==> src/rtl/control_flow_unit_l7_pkg.sv <==
// rtl/control_flow_unit_l7_pkg.sv - shared uop encoding and sequence-age helper
// Purpose: rv_uop encoding used by the execute units, plus seq_younger(), which
//          every unit's squash filter uses to compare wrapping sequence numbers.
// Ports:   none (package)
package control_flow_unit_l7_pkg;

    localparam int c_xlen          = 32;
    localparam int c_arch_reg_bits = 5;

    typedef enum logic [3:0] {
        UOP_NOP  = 4'd0,
        UOP_BEQ  = 4'd1,
        UOP_BNE  = 4'd2,
        UOP_BLT  = 4'd3,
        UOP_BGE  = 4'd4,
        UOP_BLTU = 4'd5,
        UOP_BGEU = 4'd6,
        UOP_JAL  = 4'd7,
        UOP_JALR = 4'd8,
        UOP_ALU  = 4'd9
    } rv_uop_e;

    // a is younger than b when (a - b) mod 2^bits lies in [1, 2^(bits-1)).
    // Operands are zero-extended by the caller; only the low 'bits' are used.
    function automatic logic seq_younger(input logic [31:0] a, input logic [31:0] b,
                                         input int bits);
        logic [31:0] mask;
        logic [31:0] diff;
        mask = (32'd1 << bits) - 32'd1;
        diff = (a - b) & mask;
        return (diff != 32'd0) && (diff < (32'd1 << (bits - 1)));
    endfunction

endpackage

==> src/rtl/control_flow_unit_l7_if.sv <==
// rtl/control_flow_unit_l7_if.sv - issue, writeback and squash interfaces
// Purpose: D__XIntf (issue into an execute unit), X__WIntf (execute to
//          writeback) and SquashNotif (squash broadcast).
// Ports:   D__XIntf    val/rdy, pc, seq_num, op1/op2/op3, waddr, uop, preg, ppreg
//          X__WIntf    val/rdy, pc, seq_num, waddr, wdata, wen, preg, ppreg
//          SquashNotif val, target, seq_num
interface D__XIntf
    import control_flow_unit_l7_pkg::*;
#(
    parameter int p_seq_num_bits   = 5,
    parameter int p_phys_addr_bits = 6
);
    logic                        val;
    logic                        rdy;
    logic [31:0]                 pc;
    logic [p_seq_num_bits-1:0]   seq_num;
    logic [31:0]                 op1;
    logic [31:0]                 op2;
    logic [31:0]                 op3;
    logic [4:0]                  waddr;
    rv_uop_e                     uop;
    logic [p_phys_addr_bits-1:0] preg;
    logic [p_phys_addr_bits-1:0] ppreg;

    modport X_intf (input val, pc, seq_num, op1, op2, op3, waddr, uop, preg, ppreg,
                    output rdy);
    modport D_intf (output val, pc, seq_num, op1, op2, op3, waddr, uop, preg, ppreg,
                    input rdy);
endinterface

interface X__WIntf #(
    parameter int p_seq_num_bits   = 5,
    parameter int p_phys_addr_bits = 6
);
    logic                        val;
    logic                        rdy;
    logic [31:0]                 pc;
    logic [p_seq_num_bits-1:0]   seq_num;
    logic [4:0]                  waddr;
    logic [31:0]                 wdata;
    logic                        wen;
    logic [p_phys_addr_bits-1:0] preg;
    logic [p_phys_addr_bits-1:0] ppreg;

    modport X_intf (output val, pc, seq_num, waddr, wdata, wen, preg, ppreg,
                    input rdy);
    modport W_intf (input val, pc, seq_num, waddr, wdata, wen, preg, ppreg,
                    output rdy);
endinterface

interface SquashNotif #(
    parameter int p_seq_num_bits = 5
);
    logic                      val;
    logic [31:0]               target;
    logic [p_seq_num_bits-1:0] seq_num;

    modport pub (output val, target, seq_num);
    modport sub (input val, seq_num);
endinterface

==> src/rtl/control_flow_unit_l7_squashable_fifo.sv <==
// rtl/control_flow_unit_l7_squashable_fifo.sv - in-order circular queue with per-entry kill
// Purpose: holds in-order entries; the owner supplies a kill mask in logical
//          order (bit 0 = head) and the queue keeps the surviving prefix.
// Ports:   clk, rst            clock, synchronous active-high reset
//          push, push_data     enqueue behind the surviving entries
//          pop                 drop the head (only when the head is not killed)
//          head_wr_en/_data    rewrite the head in place (used for the sent bit)
//          kill_mask           logical-order kill request
//          q_valid, q_tag      logical-order occupancy and low tag bits
//          head_data, full     head entry and full flag
module squashable_fifo #(
    parameter int p_width    = 8,
    parameter int p_depth    = 2,
    parameter int p_tag_bits = 5
) (
    input  logic                                 clk,
    input  logic                                 rst,
    input  logic                                 push,
    input  logic [p_width-1:0]                   push_data,
    input  logic                                 pop,
    input  logic                                 head_wr_en,
    input  logic [p_width-1:0]                   head_wr_data,
    input  logic [p_depth-1:0]                   kill_mask,
    output logic [p_depth-1:0]                   q_valid,
    output logic [p_depth-1:0][p_tag_bits-1:0]   q_tag,
    output logic [p_width-1:0]                   head_data,
    output logic                                 full
);
    localparam int c_ptr_bits = (p_depth > 1) ? $clog2(p_depth) : 1;
    localparam int c_cnt_bits = $clog2(p_depth + 1);

    logic [p_width-1:0]    mem [p_depth];
    logic [c_ptr_bits-1:0] rd_ptr;
    logic [c_cnt_bits-1:0] count_q;
    logic [c_cnt_bits-1:0] kept;
    logic [c_ptr_bits-1:0] slot [p_depth];

    // base < p_depth and off <= p_depth, so one conditional subtract wraps.
    function automatic logic [c_ptr_bits-1:0] wrap_add(input logic [c_ptr_bits-1:0] base,
                                                       input logic [c_cnt_bits-1:0] off);
        int s;
        s = int'(base) + int'(off);
        if (s >= p_depth) s = s - p_depth;
        return c_ptr_bits'(s);
    endfunction

    always_comb begin
        for (int i = 0; i < p_depth; i++) begin
            slot[i]    = wrap_add(rd_ptr, c_cnt_bits'(i));
            q_valid[i] = c_cnt_bits'(i) < count_q;
            q_tag[i]   = mem[slot[i]][p_tag_bits-1:0];
        end
    end

    // Kills always hit a younger suffix, so the surviving set is the prefix up
    // to the first killed entry; the write position simply follows it.
    always_comb begin
        logic alive;
        alive = 1'b1;
        kept  = '0;
        for (int i = 0; i < p_depth; i++) begin
            if (alive && q_valid[i] && !kill_mask[i]) begin
                kept = kept + c_cnt_bits'(1);
            end else begin
                alive = 1'b0;
            end
        end
    end

    assign head_data = mem[rd_ptr];
    assign full      = count_q == c_cnt_bits'(p_depth);

    always_ff @(posedge clk) begin
        if (rst) begin
            rd_ptr  <= '0;
            count_q <= '0;
        end else begin
            if (head_wr_en) mem[rd_ptr] <= head_wr_data;
            if (push) mem[wrap_add(rd_ptr, kept)] <= push_data;
            if (pop) rd_ptr <= wrap_add(rd_ptr, c_cnt_bits'(1));
            count_q <= kept - c_cnt_bits'(pop) + c_cnt_bits'(push);
        end
    end

endmodule

==> src/rtl/control_flow_unit_l7.sv <==
// rtl/control_flow_unit_l7.sv - buffered branch/JAL/JALR execute unit
// Purpose: queues up to p_depth in-order control-flow ops, resolves the head,
//          writes back the link value and raises a one-shot squash for taken
//          branches and every JALR; filters its queue on any older squash.
// Ports:   clk, rst    clock, synchronous active-high reset
//          D           issue input (op3 is the immediate)
//          W           writeback output
//          squash_out  squash raised by this unit
//          squash_in   arbitrated global squash
module control_flow_unit_l7
    import control_flow_unit_l7_pkg::*;
#(
    parameter int p_seq_num_bits   = 5,
    parameter int p_phys_addr_bits = 6,
    parameter int p_depth          = 2
) (
    input  logic           clk,
    input  logic           rst,
    D__XIntf.X_intf        D,
    X__WIntf.X_intf        W,
    SquashNotif.pub        squash_out,
    SquashNotif.sub        squash_in
);

    // seq_num sits in the low bits so the queue can expose it as the tag.
    typedef struct packed {
        logic                        val;
        logic                        sent;
        logic [31:0]                 pc;
        logic [31:0]                 op1;
        logic [31:0]                 op2;
        logic [31:0]                 imm;
        logic [4:0]                  waddr;
        rv_uop_e                     uop;
        logic [p_phys_addr_bits-1:0] preg;
        logic [p_phys_addr_bits-1:0] ppreg;
        logic [p_seq_num_bits-1:0]   seq_num;
    } entry_t;

    localparam int c_entry_bits = $bits(entry_t);

    logic [p_depth-1:0]                     q_valid;
    logic [p_depth-1:0][p_seq_num_bits-1:0] q_tag;
    logic [c_entry_bits-1:0]                head_data;
    logic                                   full;
    entry_t                                 head;
    entry_t                                 push_entry;
    entry_t                                 head_sent;
    logic [p_depth-1:0]                     kill_ext;
    logic [p_depth-1:0]                     kill_mask;
    logic                                   head_valid;
    logic                                   head_killed;
    logic                                   taken;
    logic                                   is_jal;
    logic                                   is_jalr;
    logic                                   own_squash;
    logic                                   d_xfer;
    logic                                   d_killed;
    logic                                   push;
    logic                                   pop;

    assign head       = entry_t'(head_data);
    assign head_valid = q_valid[0] & head.val;
    assign is_jal     = head.uop == UOP_JAL;
    assign is_jalr    = head.uop == UOP_JALR;

    always_comb begin
        taken = 1'b0;
        case (head.uop)
            UOP_BEQ:  taken = head.op1 == head.op2;
            UOP_BNE:  taken = head.op1 != head.op2;
            UOP_BLT:  taken = $signed(head.op1) <  $signed(head.op2);
            UOP_BGE:  taken = $signed(head.op1) >= $signed(head.op2);
            UOP_BLTU: taken = head.op1 <  head.op2;
            UOP_BGEU: taken = head.op1 >= head.op2;
            default:  taken = 1'b0;
        endcase
    end

    always_comb begin
        for (int i = 0; i < p_depth; i++) begin
            kill_ext[i] = squash_in.val & q_valid[i]
                        & seq_younger(32'(q_tag[i]), 32'(squash_in.seq_num), p_seq_num_bits);
        end
    end

    assign head_killed = kill_ext[0];
    assign own_squash  = head_valid & (taken | is_jalr) & ~head.sent & ~head_killed;

    // Own squash keeps the head and drops everything behind it.
    assign kill_mask = kill_ext | ({p_depth{own_squash}} & ~p_depth'(1));

    assign d_xfer   = D.val & D.rdy;
    assign d_killed = own_squash
                    | (squash_in.val
                       & seq_younger(32'(D.seq_num), 32'(squash_in.seq_num), p_seq_num_bits));
    assign push     = d_xfer & ~d_killed;
    assign pop      = W.val & W.rdy;

    always_comb begin
        push_entry         = '0;
        push_entry.val     = 1'b1;
        push_entry.sent    = 1'b0;
        push_entry.pc      = D.pc;
        push_entry.op1     = D.op1;
        push_entry.op2     = D.op2;
        push_entry.imm     = D.op3;
        push_entry.waddr   = D.waddr;
        push_entry.uop     = D.uop;
        push_entry.preg    = D.preg;
        push_entry.ppreg   = D.ppreg;
        push_entry.seq_num = D.seq_num;
    end

    always_comb begin
        head_sent      = head;
        head_sent.sent = 1'b1;
    end

    squashable_fifo #(
        .p_width    (c_entry_bits),
        .p_depth    (p_depth),
        .p_tag_bits (p_seq_num_bits)
    ) u_fifo (
        .clk          (clk),
        .rst          (rst),
        .push         (push),
        .push_data    (push_entry),
        .pop          (pop),
        .head_wr_en   (own_squash & ~pop),
        .head_wr_data (head_sent),
        .kill_mask    (kill_mask),
        .q_valid      (q_valid),
        .q_tag        (q_tag),
        .head_data    (head_data),
        .full         (full)
    );

    assign D.rdy   = ~full;

    assign W.val     = head_valid & ~head_killed;
    assign W.pc      = head.pc;
    assign W.seq_num = head.seq_num;
    assign W.waddr   = head.waddr;
    assign W.wdata   = head.pc + 32'd4;
    assign W.wen     = is_jal | is_jalr;
    assign W.preg    = head.preg;
    assign W.ppreg   = head.ppreg;

    assign squash_out.val     = own_squash;
    assign squash_out.target  = is_jalr ? ((head.op1 + head.imm) & ~32'h1)
                                        : (head.pc + head.imm);
    assign squash_out.seq_num = head.seq_num;

endmodule

==> src/flat_wrapper.sv <==
// flat-port wrapper written by rule: the top's interface ports become plain ports
module control_flow_unit_l7_flat import control_flow_unit_l7_pkg::*;
#(
    parameter int p_seq_num_bits   = 5,
    parameter int p_phys_addr_bits = 6,
    parameter int p_depth          = 2
)
  (clk, rst, D_val, D_pc, D_seq_num, D_op1, D_op2, D_op3, D_waddr, D_uop, D_preg, D_ppreg, D_rdy, W_val, W_pc, W_seq_num, W_waddr, W_wdata, W_wen, W_preg, W_ppreg, W_rdy, squash_out_val, squash_out_target, squash_out_seq_num, squash_in_val, squash_in_seq_num);
  D__XIntf #(.p_seq_num_bits(p_seq_num_bits), .p_phys_addr_bits(p_phys_addr_bits)) D_i ();
  X__WIntf #(.p_seq_num_bits(p_seq_num_bits), .p_phys_addr_bits(p_phys_addr_bits)) W_i ();
  SquashNotif #(.p_seq_num_bits(p_seq_num_bits)) squash_out_i ();
  SquashNotif #(.p_seq_num_bits(p_seq_num_bits)) squash_in_i ();
  input  logic clk;
  input  logic rst;
  input wire logic [$bits(D_i.val)-1:0] D_val;
  input wire logic [$bits(D_i.pc)-1:0] D_pc;
  input wire logic [$bits(D_i.seq_num)-1:0] D_seq_num;
  input wire logic [$bits(D_i.op1)-1:0] D_op1;
  input wire logic [$bits(D_i.op2)-1:0] D_op2;
  input wire logic [$bits(D_i.op3)-1:0] D_op3;
  input wire logic [$bits(D_i.waddr)-1:0] D_waddr;
  input wire logic [$bits(D_i.uop)-1:0] D_uop;
  input wire logic [$bits(D_i.preg)-1:0] D_preg;
  input wire logic [$bits(D_i.ppreg)-1:0] D_ppreg;
  output wire logic [$bits(D_i.rdy)-1:0] D_rdy;
  output wire logic [$bits(W_i.val)-1:0] W_val;
  output wire logic [$bits(W_i.pc)-1:0] W_pc;
  output wire logic [$bits(W_i.seq_num)-1:0] W_seq_num;
  output wire logic [$bits(W_i.waddr)-1:0] W_waddr;
  output wire logic [$bits(W_i.wdata)-1:0] W_wdata;
  output wire logic [$bits(W_i.wen)-1:0] W_wen;
  output wire logic [$bits(W_i.preg)-1:0] W_preg;
  output wire logic [$bits(W_i.ppreg)-1:0] W_ppreg;
  input wire logic [$bits(W_i.rdy)-1:0] W_rdy;
  output wire logic [$bits(squash_out_i.val)-1:0] squash_out_val;
  output wire logic [$bits(squash_out_i.target)-1:0] squash_out_target;
  output wire logic [$bits(squash_out_i.seq_num)-1:0] squash_out_seq_num;
  input wire logic [$bits(squash_in_i.val)-1:0] squash_in_val;
  input wire logic [$bits(squash_in_i.seq_num)-1:0] squash_in_seq_num;
  assign D_i.val = D_val;
  assign D_i.pc = D_pc;
  assign D_i.seq_num = D_seq_num;
  assign D_i.op1 = D_op1;
  assign D_i.op2 = D_op2;
  assign D_i.op3 = D_op3;
  assign D_i.waddr = D_waddr;
  assign D_i.uop = D_uop;
  assign D_i.preg = D_preg;
  assign D_i.ppreg = D_ppreg;
  assign D_rdy = D_i.rdy;
  assign W_val = W_i.val;
  assign W_pc = W_i.pc;
  assign W_seq_num = W_i.seq_num;
  assign W_waddr = W_i.waddr;
  assign W_wdata = W_i.wdata;
  assign W_wen = W_i.wen;
  assign W_preg = W_i.preg;
  assign W_ppreg = W_i.ppreg;
  assign W_i.rdy = W_rdy;
  assign squash_out_val = squash_out_i.val;
  assign squash_out_target = squash_out_i.target;
  assign squash_out_seq_num = squash_out_i.seq_num;
  assign squash_in_i.val = squash_in_val;
  assign squash_in_i.seq_num = squash_in_seq_num;
  control_flow_unit_l7 #(.p_seq_num_bits(p_seq_num_bits), .p_phys_addr_bits(p_phys_addr_bits), .p_depth(p_depth)) u_core (.clk(clk), .rst(rst), .D(D_i), .W(W_i), .squash_out(squash_out_i), .squash_in(squash_in_i));
endmodule
==> config.mk <==
export PLATFORM = sky130hd
export DESIGN_NAME = control_flow_unit_l7_flat
export DESIGN_NICKNAME = d
export VERILOG_FILES = /design/src/rtl/control_flow_unit_l7_pkg.sv /design/src/rtl/control_flow_unit_l7_if.sv /design/src/rtl/control_flow_unit_l7_squashable_fifo.sv /design/src/rtl/control_flow_unit_l7.sv /design/src/flat_wrapper.sv
export SDC_FILE = /design/constraint.sdc
export NUM_CORES = 1
export LEC_CHECK = 0
export ABC_AREA = 1
export BUFFER_PORTS_ARGS = -buffer_cell sky130_fd_sc_hd__buf_2
export CORE_MARGIN = 1.5
export CORE_UTILIZATION = 54
export DETAILED_ROUTE_END_ITERATION = 10
export PLACE_DENSITY_LB_ADDON = 0.3
export SYNTH_ARGS = -nofsm -noshare
export SYNTH_HDL_FRONTEND = slang
export SYNTH_HIERARCHICAL = 1
export SYNTH_SLANG_ARGS = --single-unit
==> constraint.sdc <==
create_clock -name clk -period 29.7 [get_ports clk]
set_input_delay 1.485 -clock clk [delete_from_list [all_inputs] [get_ports clk]]
set_output_delay 1.485 -clock clk [all_outputs]
set_load 0.01 [all_outputs]
==> results of run 1 <==
[sequential cells by signal, indices dropped and copies added, names as in the netlist, named ones only]
register               cells
u_core/u_fifo/mem        312
u_core/u_fifo/count_q      2
u_core/u_fifo/rd_ptr       1
[per-stage QoR]
stage | power (mW) | area, sq um
2_1_floorplan | 2.14 | 22100
3_3_place_gp | 2.65 | 23600
3_5_place_dp | 2.69 | 23600
4_1_cts | 3.15 | 24800
5_1_grt | 3.39 | 24800
6_report | 3.17 | 24800
[kinds of logic after synthesis]
group / count (synthesis) / share of synthesized area (%)
AOI/OAI and AO/OA: 279 / 7.20
muxes: 152 / 7.76
xor gates and xnor gates: 51 / 2.03
other: 2 / 0.0341
and+or+nand+nor: 1401 / 27.3
adders and majority gates: 111 / 6.37
buffers and inverters: 320 / 6.42
DFF: 316 / 42.9
[critical path, delay by kind of cell, from the launching register on]
family	cells	cell delay, ns
mux	1	0.47
simple gates	13	2.42
buf+inv	6	2.56
fa+ha+maj	1	0.31
flops	1	0.81
compound gates	2	1.00
[area by class of cell]
class	instances	area, sq um	area share, %
diodes	3	7.51	0.0302
clock buffers	51	1030	4.15
clock inverters	14	159	0.640
inverters	180	676	2.72
multi-input cells	2000	11300	45.4
flip-flops and latches	316	9450	38.1
well taps	525	657	2.65
repair buffers	305	1580	6.35
[power by group]
part	switching (mW)	internal, mW
Clock	0.185	0.270
Sequential	0.0341	0.710
Combinational	1.38	0.596
Total	1.60	1.58
[per-layer routing]
layer  up-vias  share of wire (%)  global-route usage, %
met5         -              0.019                      0
met4         2                3.2                   10.9
met3       125                9.7                   6.87
met2      1040                 46                   52.4
met1      9477                 41                   44.3
li1       9418                  -                      -
[worst paths after layout]
| kind | end | slack (ns) | cells past startpoint | from |
|---|---|---|---|---|
| worst max register to register | u_core/u_fifo/mem[0][56] | 21.45 | 23 | flip-flop |
| worst min-delay path | u_core/u_fifo/mem[0][79] | 0.68 | 3 | u_core/u_fifo/mem[1][79] |
| worst min register to register | u_core/u_fifo/mem[0][79] | 0.68 | 3 | u_core/u_fifo/mem[1][79] |
| worst max-delay path | u_core/u_fifo/mem[0][56] | 21.45 | 23 | flip-flop |
[layout by cell type (no fill, tap or decap), types with 6 or more instances in the layout]
| cell type | Yosys | routed |
|---|---|---|
| clkbuf_16 | 0 | 39 |
| nand4_1 | 15 | 15 |
| ha_1 | 109 | 109 |
| inv_1 | 175 | 175 |
| buf_2 | 102 | 290 |
| nand2_1 | 847 | 845 |
| o21a_1 | 8 | 8 |
| o21bai_1 | 13 | 13 |
| conb_1 | 2 | 6 |
| a21o_1 | 14 | 14 |
| buf_4 | 23 | 14 |
| clkbuf_1 | 13 | 11 |
| mux2_2 | 151 | 151 |
| nor3_1 | 33 | 32 |
| a31oi_1 | 10 | 10 |
| nand3_2 | 8 | 6 |
| nand3_1 | 368 | 368 |
| edfxtp_1 | 312 | 312 |
| a21oi_1 | 114 | 114 |
| xnor2_1 | 18 | 18 |
| nand3b_1 | 6 | 6 |
| xor2_1 | 33 | 33 |
| nor2_1 | 92 | 92 |
| o21ai_0 | 91 | 89 |
==> key figures, run 1 <==
Worst setup path
  – Worst path required time: 29.87 ns
  – Kind of critical path: flip-flop to flip-flop
  – Setup crit end kind: flip-flop
  – Worst-path cell with the longest stage delay: nand3_4
  – Crit path DAT: 8.42 ns
  – Critical Path Fanout Max: 94
  – Most used cell, CP: nand2_1
  – Worst path max stage delay: 1.05 ns
  – Critical path startpoint category: flip-flop
  – Crit path cell chain: buf_4, mux2_2, ha_1, nand2_1, nor2_1, nand2_1, nor2_1, nand2_2, nand3_1, nand2_1, inv_1, nand2_1, clkinv_1, nand2_1, nor2_2, nand3_2, a21oi_2, inv_1, nor2_4, buf_4, nand3_4, o21ai_4, buf_4

Layout
  – Nets: 3115
  – Fin cells: 3394
  – Area grow syn2layout: 12.6%
  – Post-layout util: 62.0%
  – Layout cells sized above 1: 19.5%
  – Filler cell count in the final layout: 3441

Synthesis
  – Most common cell in the netlist: nand2_1
  – Yosys reg bits: 316
  – Synth Flop Type: edfxtp_1
  – EDFF count, synth: 312
  – Mapped Avg Cell Area: 8.38 sq um
  – Ys async rst share: 0%
  – Register area share after synthesis: 42.9%
  – Mapped cell area: 22000 sq um
  – Share of the synthesized area in the top cell type: 42.5%
  – Synthesized instance count: 2632
  – Top cell type by total area after synthesis: edfxtp_1
  – Yosys warnings: 6
  – Distinct cells, synth: 57
  – Synth top cells by count: nand2_1 (847), nand3_1 (368), edfxtp_1 (312), inv_1 (175), mux2_2 (151)
  – Synth area leaders: edfxtp_1 (42%), nand2_1 (14%), nand3_1 (8.4%), mux2_2 (7.7%), ha_1 (6.2%)

Global route
  – Initial antenna violation count: 3
  – First-pass GRT wire length: 106 mm
  – Vias in the first global route: 18900
  – Grt ovf: 0
  – Tot GR Track Use: 32.8%
  – Largest net degree at the start of global routing: 221

Place
  – Buffers on Ports: 290
  – Routability Congestion: 0.989
  – Detailed Place HPWL: 49.3 mm
  – Post-Place Worst Slack: 21.64 ns
  – Cells after DPL: 3326

Timing
  – Min cycle time layout: 8.25 ns
  – RSZ-0062 raised after global routing: false
  – Final Skew: 0.0209 ns
  – Hold Slack: 0.681 ns
  – Final Cycle Share: 27.8%
  – Pins Over Slew Limit: 0
  – Setup TNS: 0 ns
  – Final setup viols: 0
  – Slew Limit Headroom: 26.6%
  – Worst Tran Pin Value: 1.10 ns
  – Fmax: 121 MHz
  – Worst setup margin: 21.45 ns
  – Final Hold Viols: 0

Drt
  – TritonRoute pass-1 iters: 6
  – # DRC: 0
  – DRT iter0 DRCs: 2164
  – Routed vias: 20100
  – Post-route ant nets: 0
  – Via density: 5.91
  – Total Wirelength: 69.7 mm
  – WL/cell: 20.5 um

Power
  – Power Density: 128 nW/um^2
  – Peak VDD IR: 0.0000954 V
  – P_leak: 11.2 nW

Clock network
  – # resized after CTS: 0
  – Root buffer cell: clkbuf_16
  – Total CTS buffers: 37
  – Reg clk slew, reported paths: 0.06 ns
  – Hold Buf Count CTS: 0
  – Skew-Pair Late Insertion Delay: 0.56 ns
  – CTS H-tree lvls: 2
  – Setup bufs post-CTS: 0
  – CTS Buffer Depth: 3
  – CTS sink cnt: 316
  – CTS tree: yes

Floorplanning
  – Die Height: 205 um
  – Die Area: 42100 sq um
  – Initial Utilization: 55.1%
  – I/O pin count: 291
  – Die X: 205 um
  – Core footprint: 40000 sq um
  – Row Count: 73

Hold path
  – Worst min path class: flip-flop to flip-flop

Status
  – Status: completed

Flow run
  – Max Cap Viol: 0
Power figures use the tool's default switching activity.
==> run 2: changes to the inputs <==
==> constraint.sdc (replaced) <==
create_clock -name clk -period 6.8 [get_ports clk]
set_input_delay 0.34 -clock clk [delete_from_list [all_inputs] [get_ports clk]]
set_output_delay 0.34 -clock clk [all_outputs]
set_load 0.01 [all_outputs]
==> key figures, run 2 (synthesis results as in run 1) <==
Status
  – Status: completed

Place
  – Post-Place Worst Slack: 1.40 ns
  – Buffers on Ports: 290
  – Cells after DPL: 3333
  – Detailed Place HPWL: 46.9 mm
  – Routability Congestion: 0.947

Layout
  – Fin cells: 3401
  – Top flop regs: u_core/u_fifo/mem: 312 flops, u_core/u_fifo/count_q: 2 flops, u_core/u_fifo/rd_ptr: 1 flops
  – Filler cell count in the final layout: 3457
  – Nets: 3122
  – Most frequent cells in the layout: nand2_1 (845), nand3_1 (368), edfxtp_1 (312)
  – Top reg by flops: u_core/u_fifo/mem
  – Largest register FFs: 312
  – Leading cell type in the layout, fill and taps excluded: nand2_1
  – Layout cells sized above 1: 19.5%
  – Area grow syn2layout: 13.1%

Timing
  – Final Cycle Share: 81.7%
  – RSZ-0062 raised after global routing: false
  – Fmax: 180 MHz
  – Final Hold Viols: 0
  – Setup TNS: 0 ns
  – Pins Over Slew Limit: 0
  – Slew Limit Headroom: 33.7%
  – Worst Tran Pin Value: 0.994 ns
  – Final setup viols: 0
  – Final Skew: 0.0255 ns
  – Min cycle time layout: 5.56 ns
  – Hold Slack: 0.0375 ns
  – Worst setup margin: 1.24 ns

Clock network
  – Setup bufs post-CTS: 0
  – Reg clk slew, reported paths: 0.06 ns
  – CTS tree: yes
  – Hold Buf Count CTS: 0
  – CTS H-tree lvls: 2
  – Root buffer cell: clkbuf_16
  – Skew-Pair Late Insertion Delay: 0.56 ns
  – # resized after CTS: 0
  – CTS sink cnt: 316
  – CTS Buffer Depth: 3
  – Total CTS buffers: 37

Floorplanning
  – Die Area: 42100 sq um
  – Core footprint: 40000 sq um
  – Die X: 205 um
  – Initial Utilization: 55.1%
  – Row Count: 73
  – Die Height: 205 um
  – I/O pin count: 291

Power
  – Psw: 6.86 mW
  – Internal Power: 6.90 mW
  – Sequential power share: 23.6%
  – Clock power frac: 13.8%
  – Comb pwr share: 62.7%
  – Switching Fraction: 49.9%
  – Power Density: 552 nW/um^2
  – Peak VDD IR: 0.000566 V
  – P_leak: 11.3 nW

Worst setup path
  – Crit path cell chain: buf_4, mux2_2, inv_1, ha_1, a21oi_1, o21ai_0, a21oi_1, nand2_1, nand2_1, nand3_1, nand2_1, nor2_2, nor2_2, nand3_2, nand2_2, nand2_1, nor3_1, ha_1, inv_1, nand2_1, nand2_4, buf_12, nand3_1, nand2_1
  – Worst path required time: 7.22 ns
  – Critical Path Fanout Max: 84
  – Crit path DAT: 5.98 ns
  – R2r endpoint: u_core/u_fifo/mem[1][61]
  – Critical path startpoint category: flip-flop
  – Register-to-Register Path Depth: 24
  – Worst-path cell with the longest stage delay: dfxtp_4
  – Most used cell, CP: nand2_1
  – Kind of critical path: flip-flop to flip-flop
  – FF-to-FF setup slack: 1.24 ns
  – Setup crit end kind: flip-flop
  – Worst path max stage delay: 0.88 ns

Drt
  – Via density: 5.83
  – # DRC: 0
  – Routed vias: 19800
  – WL/cell: 19.8 um
  – TritonRoute pass-1 iters: 7
  – Post-route ant nets: 0
  – Total Wirelength: 67.2 mm
  – DRT iter0 DRCs: 1795

Hold path
  – Hold Crit Endpoint: u_core/u_fifo/rd_ptr
  – Worst min path class: input pin to flip-flop
  – Beginning of the worst hold path: rst
  – Hold Path Depth: 2

Global route
  – Largest net degree at the start of global routing: 201
  – Vias in the first global route: 18800
  – Initial antenna violation count: 6
  – First-pass GRT wire length: 104 mm
  – Tot GR Track Use: 32.0%
  – Grt ovf: 0

Flow run
  – Max Cap Viol: 0
-- run 2: metal layers --
metal  global-route usage [%]  wire, um  up-vias
met4                     10.9      1840        6
met3                     4.93      5700      117
li1                         -         -     9452
met1                     43.7     27700     9342
met5                        0        31        -
met2                     51.8     32000      894
-- run 2: layout make-up --
cell class / count / area, sq um / area share (%)
clock inverter: 19 / 160 / 0.642
antenna: 1 / 2.50 / 0.0100
clock buffer: 48 / 967 / 3.88
inverter: 180 / 676 / 2.71
multi-input combinational: 2000 / 11300 / 45.2
sequential: 316 / 9450 / 37.9
tap: 525 / 657 / 2.64
timing repair buffer: 312 / 1750 / 7.04
-- run 2: per-stage QoR --
step	power, mW	cell area (sq um)	util (%)
2_1_floorplan	9.17	22100	-
3_3_place_gp	11.5	23800	59.5
3_5_place_dp	11.8	23800	59.5
4_1_cts	13.7	24900	62.3
5_1_grt	14.8	24900	62.3
6_report	13.8	24900	62.3
-- run 2: worst max-delay path by stage --
stage / endpoint / slack [ns] / depth (start not counted)
floorplan: u_core/u_fifo/mem[0][0] / -0.58 / 19
CTS: u_core/u_fifo/mem[1][61] / 1.34 / 24
global placement: u_core/u_fifo/mem[0][123] / 1.54 / 27
finish: u_core/u_fifo/mem[1][61] / 1.24 / 24
detailed placement: u_core/u_fifo/mem[0][15] / 1.40 / 26
global route: u_core/u_fifo/mem[1][94] / 0.83 / 26
-- run 2: critical path, delay by kind of cell (launching register included) --
kind,cells,cell delay [ns]
AOI/OAI and AO/OA,3,0.41
adders and majority gates,2,0.53
buffers and inverters,4,0.92
DFF,1,0.88
muxes,1,0.38
and+or+nand+nor,14,2.10
-- run 2: power by group through the flow --
stage,Combinational (mW),Clock (mW),Sequential (mW)
final,8.63,1.89,3.24
after global routing,9.52,1.98,3.29
after CTS,8.52,1.92,3.24
after detailed placement,8.47,0,3.28
after global placement,8.29,0,3.25
after floorplan,5.88,0,3.29
